**src/rtl/carry_timer.sv**
```systemverilog
// Programmable down-counting timer: prescaler, one-shot/periodic modes, sticky irq/ovr.
// The decrement path is an explicit SB_LUT4 + SB_CARRY ripple chain (one LUT and one carry per bit).

module SB_LUT4 #(
  parameter logic [15:0] LUT_INIT = 16'h0000
) (
  output logic O,
  input  logic I0,
  input  logic I1,
  input  logic I2,
  input  logic I3
);
  assign O = LUT_INIT[{I3, I2, I1, I0}];
endmodule

module SB_CARRY (
  output logic CO,
  input  logic I0,
  input  logic I1,
  input  logic CI
);
  assign CO = (I0 & I1) | (I0 & CI) | (I1 & CI);
endmodule

module carry_timer #(
  parameter int WIDTH      = 16,
  parameter int PRESCALE_W = 8
) (
  input  logic                  C,
  input  logic                  R_n,
  input  logic                  en,
  input  logic                  load,
  input  logic [WIDTH-1:0]      load_val,
  input  logic                  mode,
  input  logic [PRESCALE_W-1:0] prescale,
  input  logic                  irq_ack,
  output logic [WIDTH-1:0]      cnt,
  output logic                  busy,
  output logic                  tick,
  output logic                  irq,
  output logic                  ovr
);

  typedef enum logic {S_IDLE = 1'b0, S_RUN = 1'b1} state_t;

  state_t                r_state, w_state_next;
  logic [WIDTH-1:0]      r_cnt, w_cnt_next;
  logic [WIDTH-1:0]      r_reload, w_reload_next;
  logic [PRESCALE_W-1:0] r_pre, w_pre_next;
  logic                  r_busy, w_busy_next;
  logic                  r_tick, w_tick_next;
  logic                  r_irq, w_irq_next;
  logic                  r_ovr, w_ovr_next;

  logic [WIDTH-1:0]      w_dec;
  logic [WIDTH:0]        w_ci;
  logic                  w_step;
  logic                  w_expire;

  // cnt + all-ones; the LUT computes I1 ^ I2 ^ I3 with I1=cnt, I2=1, I3=carry-in.
  assign w_ci[0] = 1'b0;
  for (genvar gi = 0; gi < WIDTH; gi++) begin : g_dec
    SB_LUT4 #(.LUT_INIT(16'hC33C)) u_lut (
      .O  (w_dec[gi]),
      .I0 (1'b0),
      .I1 (r_cnt[gi]),
      .I2 (1'b1),
      .I3 (w_ci[gi])
    );
    SB_CARRY u_carry (
      .CO (w_ci[gi+1]),
      .I0 (r_cnt[gi]),
      .I1 (1'b1),
      .CI (w_ci[gi])
    );
  end

  assign w_step   = (r_state == S_RUN) && en && (r_pre == prescale);
  assign w_expire = w_step && (r_cnt == WIDTH'(1));

  // State register
  always_ff @(posedge C or negedge R_n) begin
    if (!R_n) begin
      r_state  <= S_IDLE;
      r_cnt    <= '0;
      r_reload <= '0;
      r_pre    <= '0;
      r_busy   <= 1'b0;
      r_tick   <= 1'b0;
      r_irq    <= 1'b0;
      r_ovr    <= 1'b0;
    end else begin
      r_state  <= w_state_next;
      r_cnt    <= w_cnt_next;
      r_reload <= w_reload_next;
      r_pre    <= w_pre_next;
      r_busy   <= w_busy_next;
      r_tick   <= w_tick_next;
      r_irq    <= w_irq_next;
      r_ovr    <= w_ovr_next;
    end
  end

  // Next-state logic; load outranks any step or expiry in the same cycle.
  always_comb begin
    w_state_next  = r_state;
    w_cnt_next    = r_cnt;
    w_reload_next = r_reload;
    w_pre_next    = r_pre;
    w_tick_next   = 1'b0;
    w_irq_next    = irq_ack ? 1'b0 : r_irq;
    w_ovr_next    = irq_ack ? 1'b0 : r_ovr;

    if (load) begin
      w_reload_next = load_val;
      w_cnt_next    = load_val;
      w_pre_next    = '0;
      w_state_next  = (load_val != '0) ? S_RUN : S_IDLE;
    end else if (r_state == S_RUN && en) begin
      if (w_step) begin
        w_pre_next = '0;
        if (w_expire) begin
          w_tick_next = 1'b1;
          w_irq_next  = 1'b1;
          if (r_irq && !irq_ack) w_ovr_next = 1'b1;
          if (mode) begin
            w_cnt_next = r_reload;
          end else begin
            w_cnt_next   = '0;
            w_state_next = S_IDLE;
          end
        end else if (w_ci[WIDTH]) begin
          // Carry-out of cnt + all-ones is set exactly when cnt is non-zero.
          w_cnt_next = w_dec;
        end
      end else begin
        w_pre_next = r_pre + PRESCALE_W'(1);
      end
    end

    w_busy_next = (w_state_next == S_RUN);
  end

  // Outputs are taken straight from flops
  assign cnt  = r_cnt;
  assign busy = r_busy;
  assign tick = r_tick;
  assign irq  = r_irq;
  assign ovr  = r_ovr;

endmodule

```
**config.mk**
```make
export PLATFORM = sky130hd
export DESIGN_NAME = carry_timer
export DESIGN_NICKNAME = d
export VERILOG_FILES = /design/src/rtl/carry_timer.sv
export SDC_FILE = /design/constraint.sdc
export NUM_CORES = 1
export LEC_CHECK = 0
export ABC_CLOCK_PERIOD_IN_PS = 5640
export CAP_MARGIN = 10
export CORE_MARGIN = 10
export CORE_UTILIZATION = 65
export CTS_CLUSTER_SIZE = 24
export DETAILED_ROUTE_END_ITERATION = 10
export DONT_BUFFER_PORTS = 1
export PLACE_DENSITY = 0.91
export SLEW_MARGIN = 20
export SYNTH_ARGS = -nofsm -noshare
export SYNTH_HDL_FRONTEND = slang
export SYNTH_SLANG_ARGS = --single-unit
export TNS_END_PERCENT = 30
```
**constraint.sdc**
```tcl
create_clock -name C -period 5.64 [get_ports C]
set_clock_uncertainty 0.1 [all_clocks]
set_input_delay 1.128 -clock C [delete_from_list [all_inputs] [get_ports C]]
set_output_delay 1.128 -clock C [all_outputs]
set_load 0.01 [all_outputs]
```
==> summary.txt <==
Status: finished clean
Post-Syn Area: 2580 um2
Clk slew on worst S/H paths: 90 ps
Die area: 6890 um2
Final Hold Viols: 0
Largest stage delay on the critical path: 860 ps
Tot GR Track Use: 18.1%
P&R area growth vs syn: 0.339%
Share of layout cells above drive strength 1: 7.06%
Clk buf depth: 2
DRT Wirelength: 6380 um
Delay-heaviest family, CP: simple AND/OR/NAND/NOR gates
Slowest CP cell: a21oi_1
Minimum clock period: 2890 ps
Top cells by area, synth: dfrtp_1 43%, a21oi_1 6.0%, buf_4 4.9%, o21ai_0 4.7%, mux2i_1 3.1%
Port Buffer Count: 0
Core footprint: 3740 um2
Wire per inst: 20.1 um
Main synth FF type: dfrtp_1
Vias in the first global route: 1,986
Fin crit share: 51.3%
CTS tree: done
Pins Over Slew Limit: 0
Seq/Total Area, Yosys: 42.7%
CP endpoint kind: flop
DR vias: 2,108
Ys async rst share: 100%
Syn_area_per_cell: 8.93 um2
Top-count cell post-synth: dfrtp_1
CTS Sinks: 44
CP Class: reg2reg
Vias per cell: 6.65
Clock Latency Late Sink: 300 ps
Worst Hold Class: in2async
Worst vdd ir: 196 uV
First-pass GRT wire length: 10,500 um
CP Data Required Time: 5730 ps
Mapped Cells: 289
Post-synthesis cell type count: 43
Post-synth EDFFs: 0
Final #Nets: 299
Hold_buf cts: 0
Unrepaired setup endpoints after global routing: no
Clock Tree Root: clkbuf_8
Setup TNS: 0 ps
Row cnt: 22
Synth top cells by count: 44 x dfrtp_1, 31 x a21oi_1, 24 x o21ai_0, 21 x nand2_1, 20 x nor2_1
Diodes inserted: 0
Io pins: 50
Syn nets: 320
Final ANT Viol Nets: 0
Cells along the critical path: or4_1, nor2_1, nand3_1, a21oi_1, a21oi_1, mux2i_1
Post-synth top area cell: dfrtp_1
Final setup violation count: 0
#FFs+latches synth: 44
H-tree Lvls: 2
Gr ovfl total: 0
Post-cts resize count: 0
Worst Setup Start Kind: flop
Arrival time at the worst endpoint: 2980 ps
Worst-margin pin slew: 1060 ps
Pin count of the biggest net entering global routing: 60
PD cells: 282 nW/um2
WP buf/inv: 0
First DRT Iteration DRCs: 263
Die Height: 83 um
DRC Markers: 0
Synth warnings: 0
Top-area cell type share of the netlist area: 42.7%
Routability cong.: 0.905
Crit path max fanout: 13
Relative max-transition margin: 28.8%
Max-cap violations: 0
Num CTS Buffers: 5
CP most frequent cell: a21oi_1
Dpl hpwl: 4560 um
Initial core utilization: 68.9%
Pwr Total: 0.730 mW
Antenna violations before repair: 0
Initial DRT Pass Iterations: 4
Die W: 83 um
Leak pwr: 1.10 nW
Setup bufs post-CTS: 0
F_max: 0.346 GHz
metrics by stage:
stage          hold slack, ps  instance area [um2]  std cells  util (%)  setup slack [ps]
2_1_floorplan             372                 2580        289         -              2930
3_3_place_gp              381                 2460        309      65.8              2780
3_5_place_dp              395                 2460        309      65.8              2730
4_1_cts                   410                 2590        317      69.2              2740
5_1_grt                   391                 2590        317      69.2              2470
6_report                  406                 2590        317      69.2              2750
per-layer routing:
layer	vias up	routed length, um	global-route usage, %
li1	973	-	-
met1	1035	2490	21.3
met2	91	3020	27.8
met3	9	796	9.28
met4	0	76	5.85
met5	-	0	0
final timing paths:
path                            slack (ps)                      from  cells after the start                       end
worst max-delay path                  2750        cnt[5]$_DFFE_PN0P_                      6        cnt[6]$_DFFE_PN0P_
worst min-delay path                   410                       R_n                      0   r_reload[0]$_DFFE_PN0P_
worst max register to register        2750        cnt[5]$_DFFE_PN0P_                      6        cnt[6]$_DFFE_PN0P_
worst min register to register         410  r_reload[11]$_DFFE_PN0P_                      1  r_reload[11]$_DFFE_PN0P_
max in group asynchronous             4940                       R_n                      0        cnt[9]$_DFFE_PN0P_
min in group C                         410  r_reload[11]$_DFFE_PN0P_                      1  r_reload[11]$_DFFE_PN0P_
cell type report:
cell class,instances,area [um2]
inverters,19,71.3
well taps,48,60.1
repair buffers,1,7.51
fillers,305,1150
multi-input cells,197,1220
clock inverters,1,30.0
flip-flops and latches,44,1100
clock buffers,7,96.3
power by group:
part	internal (mW)	leakage [nW]	switching, mW
clock network	0.156	0.0645	0.108
registers	0.343	0.544	0.0491
logic	0.0376	0.487	0.0367
total	0.537	1.10	0.194
cells by family (layout without fill, tap and decap cells):
group,after synthesis,count (layout),share of synthesized area (%)
buffers and inverters,48,28,9.94
DFF,44,44,42.7
AOI/OAI and AO/OA,81,81,19.1
adders and majority gates,1,1,0.485
xor gates and xnor gates,13,13,4.41
and+or+nand+nor,87,87,17.2
muxes,15,15,6.16
flip-flops by register name, summed over array words and instances (netlist names):
register,flops
r_pre,8
irq,1
busy,1
r_reload,16
tick,1
cnt,16
ovr,1
cell usage in the layout (no fill, tap or decap), drive strengths merged, types with 3 or more instances in the layout:
cell / synthesis / layout
nor4: 8 / 8
nor2: 20 / 20
mux2i: 8 / 8
xor2: 5 / 5
o31ai: 3 / 3
or3: 5 / 5
xnor2: 8 / 8
a211o: 4 / 4
a2bb2oi: 6 / 6
or4: 5 / 5
dfrtp: 44 / 44
nand2: 21 / 21
clkbuf: 6 / 7
inv: 19 / 19
o21ai: 25 / 25
nand3: 7 / 7
and3: 3 / 3
mux2: 7 / 7
a21oi: 31 / 31
nor3: 9 / 9
(Power assumes the default switching activity.)
==> variant 1, RTL diff (same settings) <==
`PRESCALE_W`: 8 -> 6.
--- a/src/rtl/carry_timer.sv
+++ b/src/rtl/carry_timer.sv
@@ -24,7 +24,7 @@
 
 module carry_timer #(
   parameter int WIDTH      = 16,
-  parameter int PRESCALE_W = 8
+  parameter int PRESCALE_W = 6
 ) (
   input  logic                  C,
   input  logic                  R_n,
Interface: changed (resized prescale); port bits go from 50 to 48. No check against the original RTL was run, so the function may have changed too.
==> variant 1 against the original RTL <==
Final cell count up 2.5%; worst setup slack worse by 0.44 ns; cell area down 2.9%; power down 12%; largest cell class unchanged; wire length down 5.1%; synthesized area down 1.5%; critical endpoint is now cnt[4]$_DFFE_PN0P_; global-route usage up 0.85 points; sequential cell count down 2; critical path type is now in -> reg; critical path depth unchanged.
==> variant 1: results (changes against the original RTL) <==
status=finished clean; share of the synthesized area in the top cell type=41.36% (-1.3 points); RD Place Congestion=0.9693 (+7.1%); non-filler cells in the finished layout=325 (+2.5%); H-tree levels=2 (unchanged); Worst Setup SP=prescale[5]; CP max stage delay=0.72 ns (-0.14 ns); RR Startpoint=r_pre[2]$_DFFE_PN0P_; Ys Warns=0 (unchanged); first-pass GRT wire length=9991 um (-4.9%); Critical-path top delay cell=nor2_1; nets=305 (+2.0%); Longest Clk Path Bufs=2 (unchanged); top cells by count, synth=dfrtp_1, nand2_1, a21oi_1; critical path peak fanout=21 (+8); Setup Buffers After CTS=0 (unchanged); Synth cell types=47 (+9.3%); via count of the first global-routing pass=2035 (+2.5%); clock transition at the registers of the reported paths=0.08 ns; Critical Path AT=3.42 ns (+0.44 ns); Clock Root Buffer=clkbuf_8; initial DRC count=281 (+6.8%); initial antenna violation count=0 (unchanged); peak supply drop=0.2201 mV (+13%); DRC=0 (unchanged); synth top area cells=dfrtp_1, a21oi_1, nand2_1; Reg2Reg Depth=6 (unchanged); ys async rst share=100.0% (unchanged); routed length per instance=18.64 um (-7.4%); drt pass-1 iters=4 (unchanged); Slew HR=42.65% (+14 points); CTS Buf Count=5 (unchanged); GRT Overall Usage=18.94% (+0.85 points); largest net degree at the start of global routing=78 (+30%); DP Wirelength=4351 um (-4.5%); Min-Delay Path Class=in -> async; share of layout cells above drive strength 1=6.498% (-0.57 points); antenna cells=0 (unchanged); Worst setup endpoint=cnt[4]$_DFFE_PN0P_; placed insts=317 (+2.6%); Reg2Reg Setup Slack=2.67 ns (-0.08 ns); post_cts resized=0 (unchanged); leakage=0.001043 uW (-4.8%); port buffer count=0 (unchanged); worst skew pair latency=0.30 ns (about the same); Top delay family on crit path=simple AND/OR/NAND/NOR gates; Syn Area/Cell=8.471 um^2 (-5.1%); drt via density=6.375 (-4.1%); Seq/Total Area, Yosys=41.36% (-1.3 points)
## variant 1: cell count changes in the layout (fill, tap and decap cells not counted), moves of 2 or more
| cell | before | now |
|---|---|---|
| dfrtp_1 | 44 | 42 |
| a2bb2oi_1 | 6 | 1 |
| and4_1 | 2 | 0 |
| a21oi_1 | 31 | 28 |
| and3_1 | 3 | 0 |
| o31ai_1 | 3 | 7 |
| or2_2 | 0 | 2 |
| nor3b_1 | 0 | 2 |
| nand4_1 | 2 | 4 |
| a21o_1 | 2 | 4 |
| nand2_1 | 21 | 33 |
| a211o_1 | 4 | 0 |
| xnor2_1 | 8 | 1 |
## variant 1: final cells by class
class	count	area (um^2)
Sequential cell	42	1051
Clock buffer	7	86.33
Tap cell	48	60.06
Fill cell	302	1204
Clock inverter	1	5.005
Multi-Input combinational cell	207	1235
Inverter	20	75.07
## variant 1: through the flow
| stage | hold WS, ns | area, um^2 | setup slack (ns) |
|---|---|---|---|
| 6_report | 0.4084 | 2512 | 2.307 |
| 5_1_grt | 0.3923 | 2512 | 2.106 |
| 4_1_cts | 0.4046 | 2512 | 2.367 |
| 3_5_place_dp | 0.3969 | 2421 | 2.119 |
| 3_3_place_gp | 0.3895 | 2421 | 2.224 |
| 2_1_floorplan | 0.3696 | 2541 | 2.890 |
## variant 1: logic make-up after synthesis
| logic type | synth area share, % |
|---|---|
| simple gates | 21.37 |
| mux | 6.647 |
| fa+ha+maj | 0.4923 |
| xor+xnor | 2.068 |
| flops | 41.36 |
| compound gates | 18.02 |
| buf+inv | 10.04 |
## variant 1: where the power goes
group	internal (uW)	switching [uW]
clock	98.9	105
combinational	34.2	42.9
sequential	326	37.3
## variant 1: routing by layer
metal  routed length, um  global-route usage (%)
met1                2396                   23.60
met2                3014                   30.56
met3                 562                   6.371
met4                  84                   5.518
met5                   0                       0
